--- src/rtl/i2c_master_transfer_ctrl.sv ---
// Byte-level I2C master sequencer: one request becomes START, address+R/W, ACK slots,
// 1..N data bytes and STOP on open-drain SCL/SDA, with quarter-period timing and SCL stretching.
module i2c_master_transfer_ctrl #(
    parameter int unsigned CLK_DIV             = 4,
    parameter int unsigned SLAVE_ADDRESS_WIDTH = 7,
    parameter int unsigned DATA_WIDTH          = 32
) (
    input  logic                           pclk,
    input  logic                           rst,
    input  logic                           req_valid,
    output logic                           req_ready,
    input  logic [SLAVE_ADDRESS_WIDTH-1:0] req_addr,
    input  logic                           req_read_write,
    input  logic                           req_msb_first,
    input  logic [2:0]                     req_no_of_bytes,
    input  logic [DATA_WIDTH-1:0]          req_wdata,
    output logic                           busy,
    output logic                           done,
    output logic                           nack_error,
    output logic [DATA_WIDTH-1:0]          rdata,
    input  logic                           scl_i,
    input  logic                           sda_i,
    output logic                           scl_oe,
    output logic                           sda_oe
);

    localparam int unsigned DIV_W    = (CLK_DIV > 1) ? $clog2(CLK_DIV) : 1;
    localparam int unsigned BYTE_MAX = DATA_WIDTH / 8;
    localparam int unsigned IDX_W    = (BYTE_MAX > 1) ? $clog2(BYTE_MAX) : 1;

    typedef enum logic {
        WRITE = 1'b0,
        READ  = 1'b1
    } read_write_e;

    typedef enum logic [3:0] {
        S_IDLE,
        S_START,
        S_ADDR,
        S_ADDR_ACK,
        S_WR_BYTE,
        S_WR_ACK,
        S_RD_BYTE,
        S_RD_ACK,
        S_STOP
    } state_e;

    state_e                 state;
    logic [DIV_W-1:0]       div_cnt;
    logic [1:0]             q;
    logic [2:0]             bit_cnt;
    logic [IDX_W-1:0]       byte_idx;
    logic [IDX_W-1:0]       last_idx;
    read_write_e            rw_q;
    logic                   msb_q;
    logic [DATA_WIDTH-1:0]  wdata_q;
    logic [7:0]             tx;
    logic [7:0]             rx;
    logic                   ack_bit;

    logic                   stretched;
    logic                   tick;
    logic [IDX_W-1:0]       req_last;
    logic [IDX_W-1:0]       wsel_idx;
    logic [7:0]             wr_byte;
    logic [7:0]             wr_tx;
    logic [7:0]             rx_byte;

    function automatic logic [7:0] rev8(input logic [7:0] b);
        logic [7:0] r;
        for (int i = 0; i < 8; i++) begin
            r[i] = b[7-i];
        end
        return r;
    endfunction

    // A released SCL that still reads low is a slave stretching the clock: freeze the divider.
    assign stretched = !scl_oe && !scl_i;
    assign tick      = (div_cnt == DIV_W'(CLK_DIV - 1)) && !stretched;

    always_comb begin
        req_last = '0;
        if (req_no_of_bytes != 3'd0 && 32'(req_no_of_bytes) <= BYTE_MAX) begin
            req_last = IDX_W'(req_no_of_bytes - 3'd1);
        end
    end

    // Next write byte to load: byte 0 after the address ACK, otherwise the following byte.
    assign wsel_idx = (state == S_ADDR_ACK) ? '0 : byte_idx + IDX_W'(1);
    assign wr_byte  = wdata_q[{wsel_idx, 3'b000} +: 8];
    assign wr_tx    = msb_q ? wr_byte : rev8(wr_byte);
    assign rx_byte  = msb_q ? rx : rev8(rx);

    always_ff @(posedge pclk) begin
        if (rst) begin
            state      <= S_IDLE;
            div_cnt    <= '0;
            q          <= '0;
            bit_cnt    <= '0;
            byte_idx   <= '0;
            last_idx   <= '0;
            rw_q       <= WRITE;
            msb_q      <= 1'b1;
            wdata_q    <= '0;
            tx         <= '0;
            rx         <= '0;
            ack_bit    <= 1'b1;
            req_ready  <= 1'b1;
            busy       <= 1'b0;
            done       <= 1'b0;
            nack_error <= 1'b0;
            rdata      <= '0;
            scl_oe     <= 1'b0;
            sda_oe     <= 1'b0;
        end else begin
            done <= 1'b0;
            if (state != S_IDLE && !stretched) begin
                div_cnt <= tick ? '0 : div_cnt + DIV_W'(1);
            end

            case (state)
                S_IDLE: begin
                    if (req_valid) begin
                        state      <= S_START;
                        div_cnt    <= '0;
                        q          <= '0;
                        byte_idx   <= '0;
                        last_idx   <= req_last;
                        rw_q       <= read_write_e'(req_read_write);
                        msb_q      <= req_msb_first;
                        wdata_q    <= req_wdata;
                        tx         <= 8'({req_addr, req_read_write});
                        busy       <= 1'b1;
                        req_ready  <= 1'b0;
                        nack_error <= 1'b0;
                        rdata      <= '0;
                        scl_oe     <= 1'b0;
                        sda_oe     <= 1'b0;
                    end
                end

                S_START: begin
                    if (tick) begin
                        q <= q + 2'd1;
                        if (q == 2'd0) begin
                            sda_oe <= 1'b1;
                        end else if (q == 2'd2) begin
                            state   <= S_ADDR;
                            q       <= '0;
                            bit_cnt <= '0;
                            scl_oe  <= 1'b1;
                            sda_oe  <= ~tx[7];
                        end
                    end
                end

                S_STOP: begin
                    if (tick) begin
                        q <= q + 2'd1;
                        if (q == 2'd0) begin
                            scl_oe <= 1'b0;
                        end else if (q == 2'd1) begin
                            sda_oe <= 1'b0;
                        end else if (q == 2'd2) begin
                            state     <= S_IDLE;
                            q         <= '0;
                            done      <= 1'b1;
                            busy      <= 1'b0;
                            req_ready <= 1'b1;
                        end
                    end
                end

                // Bit slots: P0-P1 SCL low, P2-P3 released; SDA only moves on entry to P0.
                default: begin
                    if (tick) begin
                        q <= q + 2'd1;
                        if (q == 2'd1) begin
                            scl_oe <= 1'b0;
                        end
                        if (q == 2'd2) begin
                            rx      <= {rx[6:0], sda_i};
                            ack_bit <= sda_i;
                        end
                        if (q == 2'd3) begin
                            q      <= '0;
                            scl_oe <= 1'b1;
                            case (state)
                                S_ADDR: begin
                                    if (bit_cnt == 3'd7) begin
                                        state  <= S_ADDR_ACK;
                                        sda_oe <= 1'b0;
                                    end else begin
                                        bit_cnt <= bit_cnt + 3'd1;
                                        tx      <= tx << 1;
                                        sda_oe  <= ~tx[6];
                                    end
                                end
                                S_ADDR_ACK: begin
                                    bit_cnt <= '0;
                                    if (ack_bit) begin
                                        nack_error <= 1'b1;
                                        state      <= S_STOP;
                                        sda_oe     <= 1'b1;
                                    end else if (rw_q == READ) begin
                                        state  <= S_RD_BYTE;
                                        sda_oe <= 1'b0;
                                    end else begin
                                        state  <= S_WR_BYTE;
                                        tx     <= wr_tx;
                                        sda_oe <= ~wr_tx[7];
                                    end
                                end
                                S_WR_BYTE: begin
                                    if (bit_cnt == 3'd7) begin
                                        state  <= S_WR_ACK;
                                        sda_oe <= 1'b0;
                                    end else begin
                                        bit_cnt <= bit_cnt + 3'd1;
                                        tx      <= tx << 1;
                                        sda_oe  <= ~tx[6];
                                    end
                                end
                                S_WR_ACK: begin
                                    bit_cnt <= '0;
                                    if (ack_bit) begin
                                        nack_error <= 1'b1;
                                        state      <= S_STOP;
                                        sda_oe     <= 1'b1;
                                    end else if (byte_idx == last_idx) begin
                                        state  <= S_STOP;
                                        sda_oe <= 1'b1;
                                    end else begin
                                        byte_idx <= byte_idx + IDX_W'(1);
                                        state    <= S_WR_BYTE;
                                        tx       <= wr_tx;
                                        sda_oe   <= ~wr_tx[7];
                                    end
                                end
                                S_RD_BYTE: begin
                                    if (bit_cnt == 3'd7) begin
                                        rdata[{byte_idx, 3'b000} +: 8] <= rx_byte;
                                        state  <= S_RD_ACK;
                                        sda_oe <= (byte_idx != last_idx);
                                    end else begin
                                        bit_cnt <= bit_cnt + 3'd1;
                                        sda_oe  <= 1'b0;
                                    end
                                end
                                S_RD_ACK: begin
                                    bit_cnt <= '0;
                                    if (byte_idx == last_idx) begin
                                        state  <= S_STOP;
                                        sda_oe <= 1'b1;
                                    end else begin
                                        byte_idx <= byte_idx + IDX_W'(1);
                                        state    <= S_RD_BYTE;
                                        sda_oe   <= 1'b0;
                                    end
                                end
                                default: begin
                                    state  <= S_STOP;
                                    sda_oe <= 1'b1;
                                end
                            endcase
                        end
                    end
                end
            endcase
        end
    end

endmodule

--- config.mk ---
export PLATFORM = sky130hd
export DESIGN_NAME = i2c_master_transfer_ctrl
export DESIGN_NICKNAME = d
export VERILOG_FILES = /design/src/rtl/i2c_master_transfer_ctrl.sv
export SDC_FILE = /design/constraint.sdc
export NUM_CORES = 1
export LEC_CHECK = 0
export ABC_AREA = 1
export BUFFER_PORTS_ARGS = -buffer_cell sky130_fd_sc_hd__clkbuf_2
export CORE_UTILIZATION = 55
export DETAILED_ROUTE_END_ITERATION = 12
export HOLD_SLACK_MARGIN = 0.15
export PLACE_DENSITY = 0.78
export SYNTH_ARGS = -nofsm -noshare
export SYNTH_HDL_FRONTEND = slang
export SYNTH_SLANG_ARGS = --single-unit
--- constraint.sdc ---
create_clock -name pclk -period 3.75 [get_ports pclk]
set_clock_uncertainty 0.1 [all_clocks]
set_input_delay 0 -clock pclk [delete_from_list [all_inputs] [get_ports pclk]]
set_output_delay 0 -clock pclk [all_outputs]
set_load 0.005 [all_outputs]
==> metrics.md <==
| Metric | Value |
|---|---|
| Status | completed |
| Design Area, Final | around 6500 um^2 |
| Slew Limit Headroom | a little over half |
| WL/cell | ~14 um |
| Number of global-route vias before repair | roughly 5200 |
| Yosys warns | 0 |
| FP Rows | 35 |
| Commonest cells post-synth | dfxtp_1, o21ai_0, a21oi_1 |
| Required @ worst endpoint | 3920 ps |
| Slew @ Worst Pin | between 600 and 700 ps |
| Crit Path Max Fanout | 53 |
| Global route overflow | 0 |
| CP Capture Type | flip-flop |
| Min-delay src | req_wdata[20] |
| Sink Count | approximately 100 |
| Die X | 101 um |
| Post-DP HPWL | between 9000 and 10000 um |
| H-tree depth | 3 |
| Via-to-Cell Ratio | around 5.5 |
| Clock period minus worst slack | around 3000 ps |
| Synthesized area per cell | 7.22 um^2 |
| CTS tree | yes |
| Hold Path Depth | 4 |
| Synth top area share | between 30% and 40% |
| Routability cong. | between 0.9 and 1 |
| First-pass GRT wire length | roughly 23000 um |
| Crit Path Category | flip-flop to flip-flop |
| Initial Utilization | 57.4% |
| Worst setup SP type | flip-flop |
| Total Wirelength | approximately 14000 um |
| Top-count cell post-synth | dfxtp_1 |
| Hold_ws | roughly 290 ps |
| Drt pass-1 iters | 7 |
| Post-synth top area cell | dfxtp_1 |
| GRT Total Usage | 29.1% |
| Placement Setup Slack | ~1100 ps |
| Post-CTS Setup Bufs | 0 |
| DRT iter0 DRCs | 304 |
| Syn nets | roughly 800 |
| Reg2Reg Depth | 11 |
| FF-to-FF Start | q[0] |
| I/O pin count | 87 |
| Worst hold path class | input pin to flip-flop |
| Worst path slowest cell | dlygate4sd3_1 |
| PwrDens | approximately 880 nW/um^2 |
| Leakage | between 2 and 3 nW |
| Core area | about 9300 um^2 |
| Final period util | between 70% and 80% |
| Final ANT Viol Nets | 0 |
| DRC viols | 0 |
| Crit path DAT | ~3100 ps |
| Root Driver | clkbuf_8 |
| ANT cells | 0 |
| Layout cells sized above 1 | 17.2% |
| Hold EP | wdata_q[20] |
| Crit path buf inv count | 4 |
| Power, Total | approximately 5.7 mW |
| Setup ws final | 806 ps |
| Post-Synthesis Cells | 742 |
| Synth cell types | between 40 and 50 |
| Initial antenna violation count | 0 |
| Nets | about 920 |
| Fill cells | 825 |
| Crit path largest cell delay | about 570 ps |
| Die Footprint | between 10000 and 15000 um^2 |
| P&R area growth vs syn | 20.6% |
| Final hold vios | 0 |
| CP cell instances | inv_1 -> ha_1 -> inv_1 -> nand3_1 -> nand2_1 -> nand3_2 -> nor2_4 -> inv_4 -> nand2_1 -> a21oi_1 -> dlygate4sd3_1 |
| R2r setup slk | just over 800 ps |
| Buffer depth of the longest clock path | 2 |
| Asr flop ratio synth | 0% |
| Largest net degree at the start of global routing | 57 |
| Post-synthesis sequential area ratio | roughly two fifths |
| Clk Latency, worst-skew pair | roughly 370 ps |
| I/O Buffers | 86 |
| Synth Cell Area | about 5400 um^2 |
| Flops & latches, synth | between 100 and 150 |
| Maximum vdd drop | around 0.00057 V |
| RSZ-0062 raised after global routing | false |
| Fin. max-slew vios | 0 |
| Max_cap viols | 0 |
| Die height | 101 um |
| Number of CTS-inserted buffers | 9 |
| Area post-placement | between 5000 and 6000 um^2 |
| Reg2reg end | rw_q |
| Clock Pin Slew Worst Setup and Hold Paths | 110 ps |
| Setup_tns | 0 ps |
| Via count | 5442 |
| Delay-heaviest family, CP | buffers and inverters |
| Number of synthesized flops with an enable pin | 0 |
| Final setup viols | 0 |
| Max Clk Rate | 340 MHz |
| Area contributors post-synth | dfxtp_1, o21ai_0, a21oi_1 |
| Main synth FF type | dfxtp_1 |
state kept, by name (all words and copies together) (netlist names), 2 cells and up:
signal and count:
rdata 32, wdata_q 32, rx 8, q 2, state 4, byte_idx 2
tx 8, div_cnt 2, bit_cnt 3, last_idx 2
per-stage QoR:
step / cells / util (%)
final: 993 / 69.2
after global routing: 993 / 69.2
after CTS: 993 / 69.2
after detailed placement: 926 / 61.7
after global placement: 926 / 61.7
after floorplan: 742 / -
placed cells by master, fill, tap and decap left out, types with 7 or more instances in the layout:
| cell type | instances |
|---|---|
| dfxtp_1 | 104 |
| o21ai_0 | 93 |
| a21oi_1 | 92 |
| nand2_1 | 87 |
| inv_1 | 86 |
| nor2_1 | 86 |
| clkbuf_2 | 86 |
| dlygate4sd3_1 | 52 |
| nand3_1 | 40 |
| o211ai_1 | 15 |
| ha_1 | 14 |
| nor3_1 | 13 |
| o21ai_1 | 12 |
| clkbuf_8 | 9 |
| o21ai_2 | 7 |
final cells by class:
cell class	count	area (um^2)	area share [%]
timing repair buffer	139	958	14.8
clock inverter	6	51.3	0.795
tap	129	161	2.50
inverter	97	377	5.83
sequential	104	2080	32.3
clock buffer	9	124	1.92
multi-input combinational	509	2700	41.8
cells by family (layout without fill, tap and decap cells):
| group | after synthesis | after routing | synth area share, % |
|---|---|---|---|
| multiplexers | 2 | 2 | 0.374 |
| flip-flops | 104 | 104 | 38.9 |
| buffers and inverters | 129 | 251 | 10.7 |
| adder cells (fa/ha/maj) | 14 | 14 | 3.27 |
| XOR/XNOR | 3 | 3 | 0.491 |
| AO/OA/AOI/OAI | 227 | 227 | 22.9 |
| AND/OR/NAND/NOR | 263 | 263 | 23.4 |
worst min-delay path: cells and delay by family:
| kind | cells | cell delay (ps) |
|---|---|---|
| and+or+nand+nor | 2 | 120 |
| buffers and inverters | 2 | 610 |
what timing repair did:
action / CTS / global route
endpoints found under the hold margin: 59 / 0
resized for setup: 0 / 0
hold buffers: 52 / 0
where the power goes:
part           switching (mW)  leakage [nW]  internal (mW)
logic                    2.16          1.82           1.07
registers               0.265         0.854           1.56
clock network           0.409        0.0920          0.249
worst max path at each step:
stage | end | from | cells past startpoint
2_1_floorplan | rdata[16] | byte_idx[0] | 8
5_1_grt | rw_q | q[0] | 11
3_3_place_gp | rdata[20] | byte_idx[0] | 8
6_report | rw_q | q[0] | 11
3_5_place_dp | rdata[18] | byte_idx[0] | 8
4_1_cts | rw_q | q[0] | 11
per-layer routing:
layer / share of wire, % / global-route usage [%] / vias to the layer above
li1: - / - / 2703
met1: 43 / 34.7 / 2481
met2: 48 / 51.6 / 216
met3: 5.5 / 5.13 / 42
met4: 3.0 / 12.3 / 0
met5: 0 / 0 / -
No activity file was read; power rests on OpenSTA's default activity.
